--- config.mk ---
export PLATFORM = sky130hd
export DESIGN_NAME = xfer_bus_seq
export DESIGN_NICKNAME = d
export VERILOG_FILES = /design/src/rtl/xfer_bus_seq.sv
export SDC_FILE = /design/constraint.sdc
export NUM_CORES = 1
export LEC_CHECK = 0
export CAP_MARGIN = 20
export CELL_PAD_IN_SITES_DETAIL_PLACEMENT = 0
export CELL_PAD_IN_SITES_GLOBAL_PLACEMENT = 2
export CORE_MARGIN = 8
export CORE_UTILIZATION = 27
export DETAILED_ROUTE_END_ITERATION = 7
export PLACE_DENSITY = 0.89
export SLEW_MARGIN = 25
export SYNTH_ARGS = -nofsm -noshare
export SYNTH_HDL_FRONTEND = slang
export SYNTH_SLANG_ARGS = --single-unit
export TNS_END_PERCENT = 10
--- constraint.sdc ---
create_clock -name clk -period 2.02 [get_ports clk]
set_input_delay 0.505 -clock clk [delete_from_list [all_inputs] [get_ports clk]]
set_output_delay 0.505 -clock clk [all_outputs]
set_load 0.01 [all_outputs]
--- src/rtl/xfer_bus_seq.sv ---
// Transfer-bus sequencer: expands one MOVE/INC/DEC/LDX command into per-register
// bus-drive, load and step strobes for the PC/SP/X/Y bank, one bus driver per cycle.

module xfer_bus_seq_chk #(
  parameter int N_REGS = 4
) (
  input logic              clk,
  input logic              reset_n,
  input logic [N_REGS-1:0] reg_write,
  input logic [N_REGS-1:0] reg_load,
  input logic [N_REGS-1:0] inc,
  input logic [N_REGS-1:0] dec,
  input logic              ext_oe,
  input logic              busy,
  input logic              done
);

  a_single_driver: assert property (@(posedge clk) disable iff (!reset_n)
    $onehot0({reg_write, ext_oe}));

  a_load_onehot: assert property (@(posedge clk) disable iff (!reset_n)
    $onehot0(reg_load));

  a_inc_dec_excl: assert property (@(posedge clk) disable iff (!reset_n)
    !((|inc) && (|dec)));

  a_quiet_when_idle: assert property (@(posedge clk) disable iff (!reset_n)
    busy || ({reg_write, reg_load, inc, dec, ext_oe} == '0));

  a_done_not_busy: assert property (@(posedge clk) disable iff (!reset_n)
    !(done && busy));

endmodule

module xfer_bus_seq #(
  parameter int N_REGS = 4,
  parameter int IDX_W  = 2
) (
  input  logic              clk,
  input  logic              reset_n,
  input  logic              cmd_valid,
  output logic              cmd_ready,
  input  logic [1:0]        cmd_op,
  input  logic [IDX_W-1:0]  cmd_src,
  input  logic [IDX_W-1:0]  cmd_dst,
  input  logic [3:0]        cmd_cnt,
  input  logic [15:0]       cmd_data,
  output logic [N_REGS-1:0] reg_write,
  output logic [N_REGS-1:0] reg_load,
  output logic [N_REGS-1:0] inc,
  output logic [N_REGS-1:0] dec,
  output logic              ext_oe,
  output logic [15:0]       ext_data,
  output logic              busy,
  output logic              done
);

  typedef enum logic [2:0] {
    S_IDLE  = 3'd0,
    S_DRIVE = 3'd1,
    S_LOAD  = 3'd2,
    S_STEP  = 3'd3,
    S_DONE  = 3'd4
  } state_e;

  localparam logic [1:0] OP_MOVE = 2'b00;
  localparam logic [1:0] OP_INC  = 2'b01;
  localparam logic [1:0] OP_DEC  = 2'b10;
  localparam logic [1:0] OP_LDX  = 2'b11;

  function automatic logic [N_REGS-1:0] onehot(input logic [IDX_W-1:0] idx);
    logic [N_REGS-1:0] v;
    v = '0;
    for (int i = 0; i < N_REGS; i++) begin
      v[i] = (int'(idx) == i);
    end
    return v;
  endfunction

  function automatic logic idx_ok(input logic [IDX_W-1:0] idx);
    return (int'(idx) < N_REGS);
  endfunction

  state_e             state_q, state_d;
  logic [1:0]         op_q, op_d;
  logic [IDX_W-1:0]   src_q, src_d;
  logic [IDX_W-1:0]   dst_q, dst_d;
  logic [3:0]         cnt_q, cnt_d;
  logic [15:0]        ext_data_q, ext_data_d;
  logic [N_REGS-1:0]  reg_write_q, reg_write_d;
  logic [N_REGS-1:0]  reg_load_q, reg_load_d;
  logic [N_REGS-1:0]  inc_q, inc_d;
  logic [N_REGS-1:0]  dec_q, dec_d;
  logic               ext_oe_q, ext_oe_d;
  logic               busy_q, busy_d;
  logic               done_q, done_d;
  logic               cmd_bad_s;

  // Out-of-range indices and self-moves collapse straight to DONE without touching the bus.
  assign cmd_bad_s = !idx_ok(cmd_dst) || ((cmd_op == OP_MOVE) && !idx_ok(cmd_src));

  // Next-state and command-latch logic
  always_comb begin
    state_d    = state_q;
    op_d       = op_q;
    src_d      = src_q;
    dst_d      = dst_q;
    cnt_d      = cnt_q;
    ext_data_d = ext_data_q;
    case (state_q)
      S_IDLE: begin
        if (cmd_valid) begin
          op_d       = cmd_op;
          src_d      = cmd_src;
          dst_d      = cmd_dst;
          cnt_d      = cmd_cnt;
          ext_data_d = cmd_data;
          if (cmd_bad_s || ((cmd_op == OP_MOVE) && (cmd_src == cmd_dst))) begin
            state_d = S_DONE;
          end else if ((cmd_op == OP_MOVE) || (cmd_op == OP_LDX)) begin
            state_d = S_DRIVE;
          end else begin
            state_d = S_STEP;
          end
        end else begin
          state_d = S_IDLE;
        end
      end
      S_DRIVE: state_d = S_LOAD;
      S_LOAD:  state_d = S_DONE;
      S_STEP: begin
        if (cnt_q == 4'd0) begin
          state_d = S_DONE;
        end else begin
          cnt_d = cnt_q - 4'd1;
        end
      end
      S_DONE:  state_d = S_IDLE;
      default: state_d = S_IDLE;
    endcase
  end

  // Strobes are decoded from the next state so they leave a flop in the same cycle the state does
  always_comb begin
    reg_write_d = '0;
    reg_load_d  = '0;
    inc_d       = '0;
    dec_d       = '0;
    ext_oe_d    = 1'b0;
    busy_d      = 1'b0;
    done_d      = 1'b0;
    case (state_d)
      S_DRIVE, S_LOAD: begin
        busy_d = 1'b1;
        if (op_d == OP_LDX) begin
          ext_oe_d = 1'b1;
        end else begin
          reg_write_d = onehot(src_d);
        end
        if (state_d == S_LOAD) begin
          reg_load_d = onehot(dst_d);
        end else begin
          reg_load_d = '0;
        end
      end
      S_STEP: begin
        busy_d = 1'b1;
        if (op_d == OP_INC) begin
          inc_d = onehot(dst_d);
        end else if (op_d == OP_DEC) begin
          dec_d = onehot(dst_d);
        end else begin
          inc_d = '0;
        end
      end
      S_DONE:  done_d = 1'b1;
      default: done_d = 1'b0;
    endcase
  end

  // State, latched command and registered strobes
  always_ff @(posedge clk or negedge reset_n) begin
    if (!reset_n) begin
      state_q     <= S_IDLE;
      op_q        <= 2'b00;
      src_q       <= '0;
      dst_q       <= '0;
      cnt_q       <= 4'd0;
      ext_data_q  <= 16'h0000;
      reg_write_q <= '0;
      reg_load_q  <= '0;
      inc_q       <= '0;
      dec_q       <= '0;
      ext_oe_q    <= 1'b0;
      busy_q      <= 1'b0;
      done_q      <= 1'b0;
    end else begin
      state_q     <= state_d;
      op_q        <= op_d;
      src_q       <= src_d;
      dst_q       <= dst_d;
      cnt_q       <= cnt_d;
      ext_data_q  <= ext_data_d;
      reg_write_q <= reg_write_d;
      reg_load_q  <= reg_load_d;
      inc_q       <= inc_d;
      dec_q       <= dec_d;
      ext_oe_q    <= ext_oe_d;
      busy_q      <= busy_d;
      done_q      <= done_d;
    end
  end

  assign cmd_ready = (state_q == S_IDLE);
  assign reg_write = reg_write_q;
  assign reg_load  = reg_load_q;
  assign inc       = inc_q;
  assign dec       = dec_q;
  assign ext_oe    = ext_oe_q;
  assign ext_data  = ext_data_q;
  assign busy      = busy_q;
  assign done      = done_q;

  xfer_bus_seq_chk #(.N_REGS(N_REGS)) u_chk (
    .clk       (clk),
    .reset_n   (reset_n),
    .reg_write (reg_write_q),
    .reg_load  (reg_load_q),
    .inc       (inc_q),
    .dec       (dec_q),
    .ext_oe    (ext_oe_q),
    .busy      (busy_q),
    .done      (done_q)
  );

endmodule

======== After elaboration in Yosys (flattened, before gate mapping) ========
Cells that the tools add are included.
word-level totals
  latch bits .............................. 0
  memory bits (writable) .................. 0
  memories ................................ 0
  input bits .............................. 29
  output and inout bits ................... 36
  word-level logic and storage cells ...... 73
  bits in read-only memories .............. 0
  bits in registers ....................... 48
cells by class
  $add $sub $neg .......................... 1
  bitwise operators ....................... 0
  reduce and logical (&&, ||, !) cells .... 12
  shifts and indexed selects .............. 0
  $lt $le $gt $ge ......................... 0
  equal/unequal tests ..................... 20
  divide/modulo/power cells ............... 0
  muxes and demuxes ....................... 27
  multiply operators ...................... 0
operators with widths
  kind                                              number
  two-way mux 4 bit                                 11
  == test 2 bit, second input constant              7
  two-way mux 2 bit                                 7
  == test 3 x 2 -> 1 bit, second input constant     4
  case mux 3 bit (4 select lines)                   1
  two-way mux 3 bit                                 3
  case mux 4 bit (2 select lines)                   1
  == test 2 x 1 -> 1 bit, second input constant     3
  == test 3 x 1 -> 1 bit, second input constant     2
  zero test 2 bit                                   3
  zero test 4 bit                                   1
  two-way mux 1 bit                                 4
  inequality test 2 bit, second input constant      2
  subtractor 4 x 1 -> 4 bit, second input constant  1
  == test 3 bit, second input constant              1
  zero test 3 bit                                   1
  AND reduction 3 bit                               1
  OR reduction 3 bit                                1
  == test 2 bit                                     1
  AND reduction 2 bit                               1
  nonzero test 2 bit                                1
  OR reduction 2 bit                                1
  logical AND 1 bit                                 1
  logical OR 1 bit                                  1

======== Depth between registers and ports, before layout ========
  word-level depth ........................ 9
  gate-level depth with buffers ........... 7
  gate-level depth less buffers ........... 6

======== Worst setup path before layout ========
Ideal clock, no wire load.
  kind .................................... flip-flop to flip-flop
  start point ............................. register state_q[2]
  end point ............................... register reg_write_q[0] (netlist: reg_write[0])
  stages on the path, launching flop included .. 7
  arrival ................................. 1.579 ns
  slack ................................... 0.308 ns
  library setup time ...................... 0.133 ns
  clock period less this slack ............ 1.712 ns
  cell sequence ........................... dfrtp_1 > buf_6 > or4b_4 > buf_6 > mux2_4 > o2111ai_1 > nor3_1
on the way
  cells in the longest elaborated chain, start to end .. 5
  elaborated cells between the ends (all ways) .. 15
  classes of those cells .................. 6 x eq/ne; 6 x mux; 3 x reduce/logical
RTL lines
  what                                                                         RTL line  RTL
  from (decl)                                                                  84        state_e state_q, state_d;
  from (signal assigned)                                                       198       state_q <= state_d;
  == test 3 x 2 -> 1 bit (tied with other cells)                               110       case (state_q)
  case mux 3 bit (4 select lines) / two-way mux 2 bit (equally long branches)  110
  == test 3 x 2 -> 1 bit (tied with other cells)                               152       case (state_d)
  OR reduction 2 bit / two-way mux 4 bit (equally long branches)               152, 155
  two-way mux 4 bit *                                                          152
  net reg_write_d[0]                                                           90        logic [N_REGS-1:0] reg_write_q, reg_write_d;
  to (signal assigned)                                                         204       reg_write_q <= reg_write_d;
  to (decl)                                                                    90
The timed path passes the listed nets; every way through them passes the cells marked *.
A chain may end at the register's enable or synchronous reset.

======== Final worst setup path ========
  start point ............................. input port cmd_valid
  end point ............................... register reg_write_q[3] (netlist: reg_write[3])
on the way
  cells in the longest elaborated chain, start to end .. 5
  elaborated cells between the ends (all ways) .. 13
  classes of those cells .................. 4 x eq/ne; 8 x mux; 1 x reduce/logical
RTL lines
  what                                                                         RTL line  RTL
  from (decl)                                                                  41        input logic cmd_valid,
  two-way mux 3 bit / two-way mux 2 bit (equally long branches)                112       if (cmd_valid) begin
  case mux 3 bit (4 select lines) / two-way mux 2 bit (equally long branches)  110
  == test 3 x 2 -> 1 bit (tied with other cells)                               152
  OR reduction 2 bit / two-way mux 4 bit (equally long branches)               152, 155
  two-way mux 4 bit *                                                          152
  net reg_write_d[3]                                                           90
Marks and branches as above.

==> impl_metrics.csv <==
group,metric,value,unit
outcome,status,"completed",
floorplan,die_area,10600,um^2
final_layout,final_area,3070,um^2
worst_setup_path,cp_slowest_cell,"or4b_4",
sta,setup_tns,0,ps
worst_setup_path,worst_setup_path_start_kind,"input port",
synth,yosysWarnings,0,
sta,setup_violations,0,
placed_design,gp_congestion,0.828,
final_layout,syn2layout_area_growth,49.6,%
final_layout,final_cell_mix,"62 x nand2_1, 62 x clkdlybuf4s50_1, 47 x dfrtp_1",
worst_setup_path,path_delay_family,"simple AND/OR/NAND/NOR gates",
route,wl_per_cell,13.2,um
power_and_ir_drop,vdd_ir_drop_max,0.343,mV
sta,finalMaxSlewViolations,0,
synth,synth_area_per_cell,9.77,um^2
clock_tree,h-tree-depth,2,
sta,finalHoldViolCount,0,
synth,synth_fa_ha_area_frac,0.0122,
worst_setup_path,critPathBufInv,1,
synth,ys_seq_area_frac,0.585,
worst_setup_path,path_cells,"clkdlybuf4s50_1 -> or4b_4 -> mux2_4 -> o2111ai_1 -> nor3_1",
floorplan,rows,31,
final_layout,final_cells,395,
synth,synth_ff_type,"dfrtp_1",
grt,grt_max_degree,49,
sta,fmax,516,MHz
placed_design,port_buffers,64,
worst_setup_path,cp.arrival,2150,ps
clock_tree,cts_tree,"built",
power_and_ir_drop,p_per_area,1330,nW/um^2
worst_setup_path,worstPathRequired,2240,ps
synth,synth_area_leaders,"dfrtp_1 59%, nand2_1 11%, nor2_1 3.5%, inv_1 2.0%, mux2i_1 2.0%",
clock_tree,cts.path.max_buffers,2,
synth,async_flop_share,1.00,
synth,synth_fp_nets,241,
sta,maxSlewHeadroom,0.735,
sta,finClkSkew,7.57,ps
grt,grt_pass1_wl,8540,um
clock_tree,clk_latency,300,ps
placed_design,dp_hpwl,3990,um
floorplan,die_x,103,um
hold_path,hold_path_class,"input port to asynchronous set/reset pin",
route,first_pass_iters,4,
synth,synth_xor_area_frac,0.00854,
flow_run,maxCapViolCount,0,
power_and_ir_drop,finalPower,4.09,mW
sta,rsz0062_at_grt,"true",
worst_setup_path,end_kind,"register",
grt,grt_antenna_before_repair,0,
grt,grt_pass1_vias,1811,
clock_tree,clk_pin_slew,90,ps
sta,fin_crit_sh,0.959,
synth,synth-simple-area-share,0.246,
worst_setup_path,cp_max_fo,7,
clock_tree,hold_buffers,0,
worst_setup_path,path_class,"input port to register",
final_layout,final_nets,326,
clock_tree,cts_setup_buffers,0,
final_layout,ff_latch_area,1200,um^2
synth,synth_top_area_frac,0.585,
synth,synthMuxAreaShare,0.0268,
grt,grt-ovfl-total,0,
route,ant_nets,0,
synth,yosys_register_bits,48,
synth,yosysUniqueCellTypes,38,
synth,synth_top_area_cell,"dfrtp_1",
placed_design,placed_area,2940,um^2
final_layout,drive_gt1_frac,0.142,
final_layout,fillers,767,
clock_tree,cts-root-buf,"clkbuf_8",
synth,syn-cell-area,2050,um^2
synth,synth-compound-area-share,0.0713,
floorplan,io_pins,65,
route,via_count,1696,
final_layout,multiInputGateArea,763,um^2
floorplan,start_util,0.281,
route,drc,0,
grt,track_usage,0.105,
clock_tree,clkSinkCount,48,
clock_tree,cts_made_buffers,5,
synth,synth-edff-count,0,
floorplan,die_h,103,um
sta,tightest_slew,397,ps
worst_setup_path,critPathMaxStageDelay,540,ps
power_and_ir_drop,power_leakage,1.45,nW
route,routed_wl,5200,um
floorplan,core_area,7290,um^2
synth,syn_inst,210,
route,vias_per_cell,4.29,
sta,post-route-min-period,1940,ps
final_layout,antenna_cells,0,
placed_design,placed_cells,387,
synth,synth_top_family_by_area,"simple AND/OR/NAND/NOR gates",
route,drt_iter0_drc,95,
==> synthesized netlist by cell type, types with 2 or more instances <==
library cell	n
dfrtp_1	48
mux2i_1	4
nor2_1	19
nor3_1	7
nand2_1	62
xnor2_1	2
nand2b_1	5
clkbuf_1	3
o21ai_0	6
buf_6	3
buf_2	3
ha_1	2
and2_1	3
inv_1	11
nor4b_1	2
nand3_1	3
a21oi_1	6
==> path summary, 6_finish.rpt <==
kind	end	from	slack, ps	cells past startpoint
max	reg_write[3]$_DFF_PN0_	cmd_valid	80	5
min	state_q[0]$_DFF_PN0_	reset_n	160	2
max reg2reg	reg_write[3]$_DFF_PN0_	state_q[1]$_DFF_PN0_	190	4
min reg2reg	ext_data[10]$_DFFE_PN0P_	ext_data[10]$_DFFE_PN0P_	480	2
max in group asynchronous	src_q[1]$_DFF_PN0_	reset_n	1620	2
min in group clk	ext_data[10]$_DFFE_PN0P_	ext_data[10]$_DFFE_PN0P_	480	2
==> flip-flops by register name (all words and copies together) (netlist names) <==
name       flops
busy           1
cnt_q          4
dec            4
done           1
dst_q          2
ext_data      16
ext_oe         1
inc            4
op_q           2
reg_load       4
reg_write      4
src_q          2
state_q        3
==> routing by layer <==
layer  global-route usage  vias to the layer above  part of all wire
li1                     -                      850                 -
met1                0.114                      794              0.40
met2                0.182                       41              0.50
met3               0.0355                       11             0.074
met4               0.0445                        0             0.019
met5                    0                        -                 0
==> metrics by stage <==
step	utilization	hold slack [ps]	setup WS (ps)
final	0.421	160	82.3
after detailed placement	0.404	463	-251
after floorplan	-	209	308
after CTS	0.419	167	75.7
after global routing	0.421	174	-2.84
after global placement	0.404	457	-261
==> layout make-up <==
cell class | instances | area share
clock buffers | 5 | 0.0224
flip-flops and latches | 48 | 0.392
repair buffers | 87 | 0.268
well taps | 99 | 0.0404
inverters | 11 | 0.0135
multi-input cells | 142 | 0.249
clock inverters | 3 | 0.0151
==> cell families after synthesis <==
family,after synthesis
flops,48
xor+xnor,2
mux,5
simple gates,111
buf+inv,20
fa+ha+maj,2
compound gates,22
==> power breakdown <==
group | total [mW] | switching, mW | internal [mW]
clock | 0.711 | 0.337 | 0.373
combinational | 1.85 | 0.908 | 0.945
sequential | 1.53 | 0.228 | 1.30
==> what timing repair did <==
item,4_1_cts,5_1_grt
endpoints found under the hold margin,0,0
gates resized for setup,2,2
setup endpoints to repair,1,2
gates cloned,0,0
No activity file was read; power rests on OpenSTA's default activity.
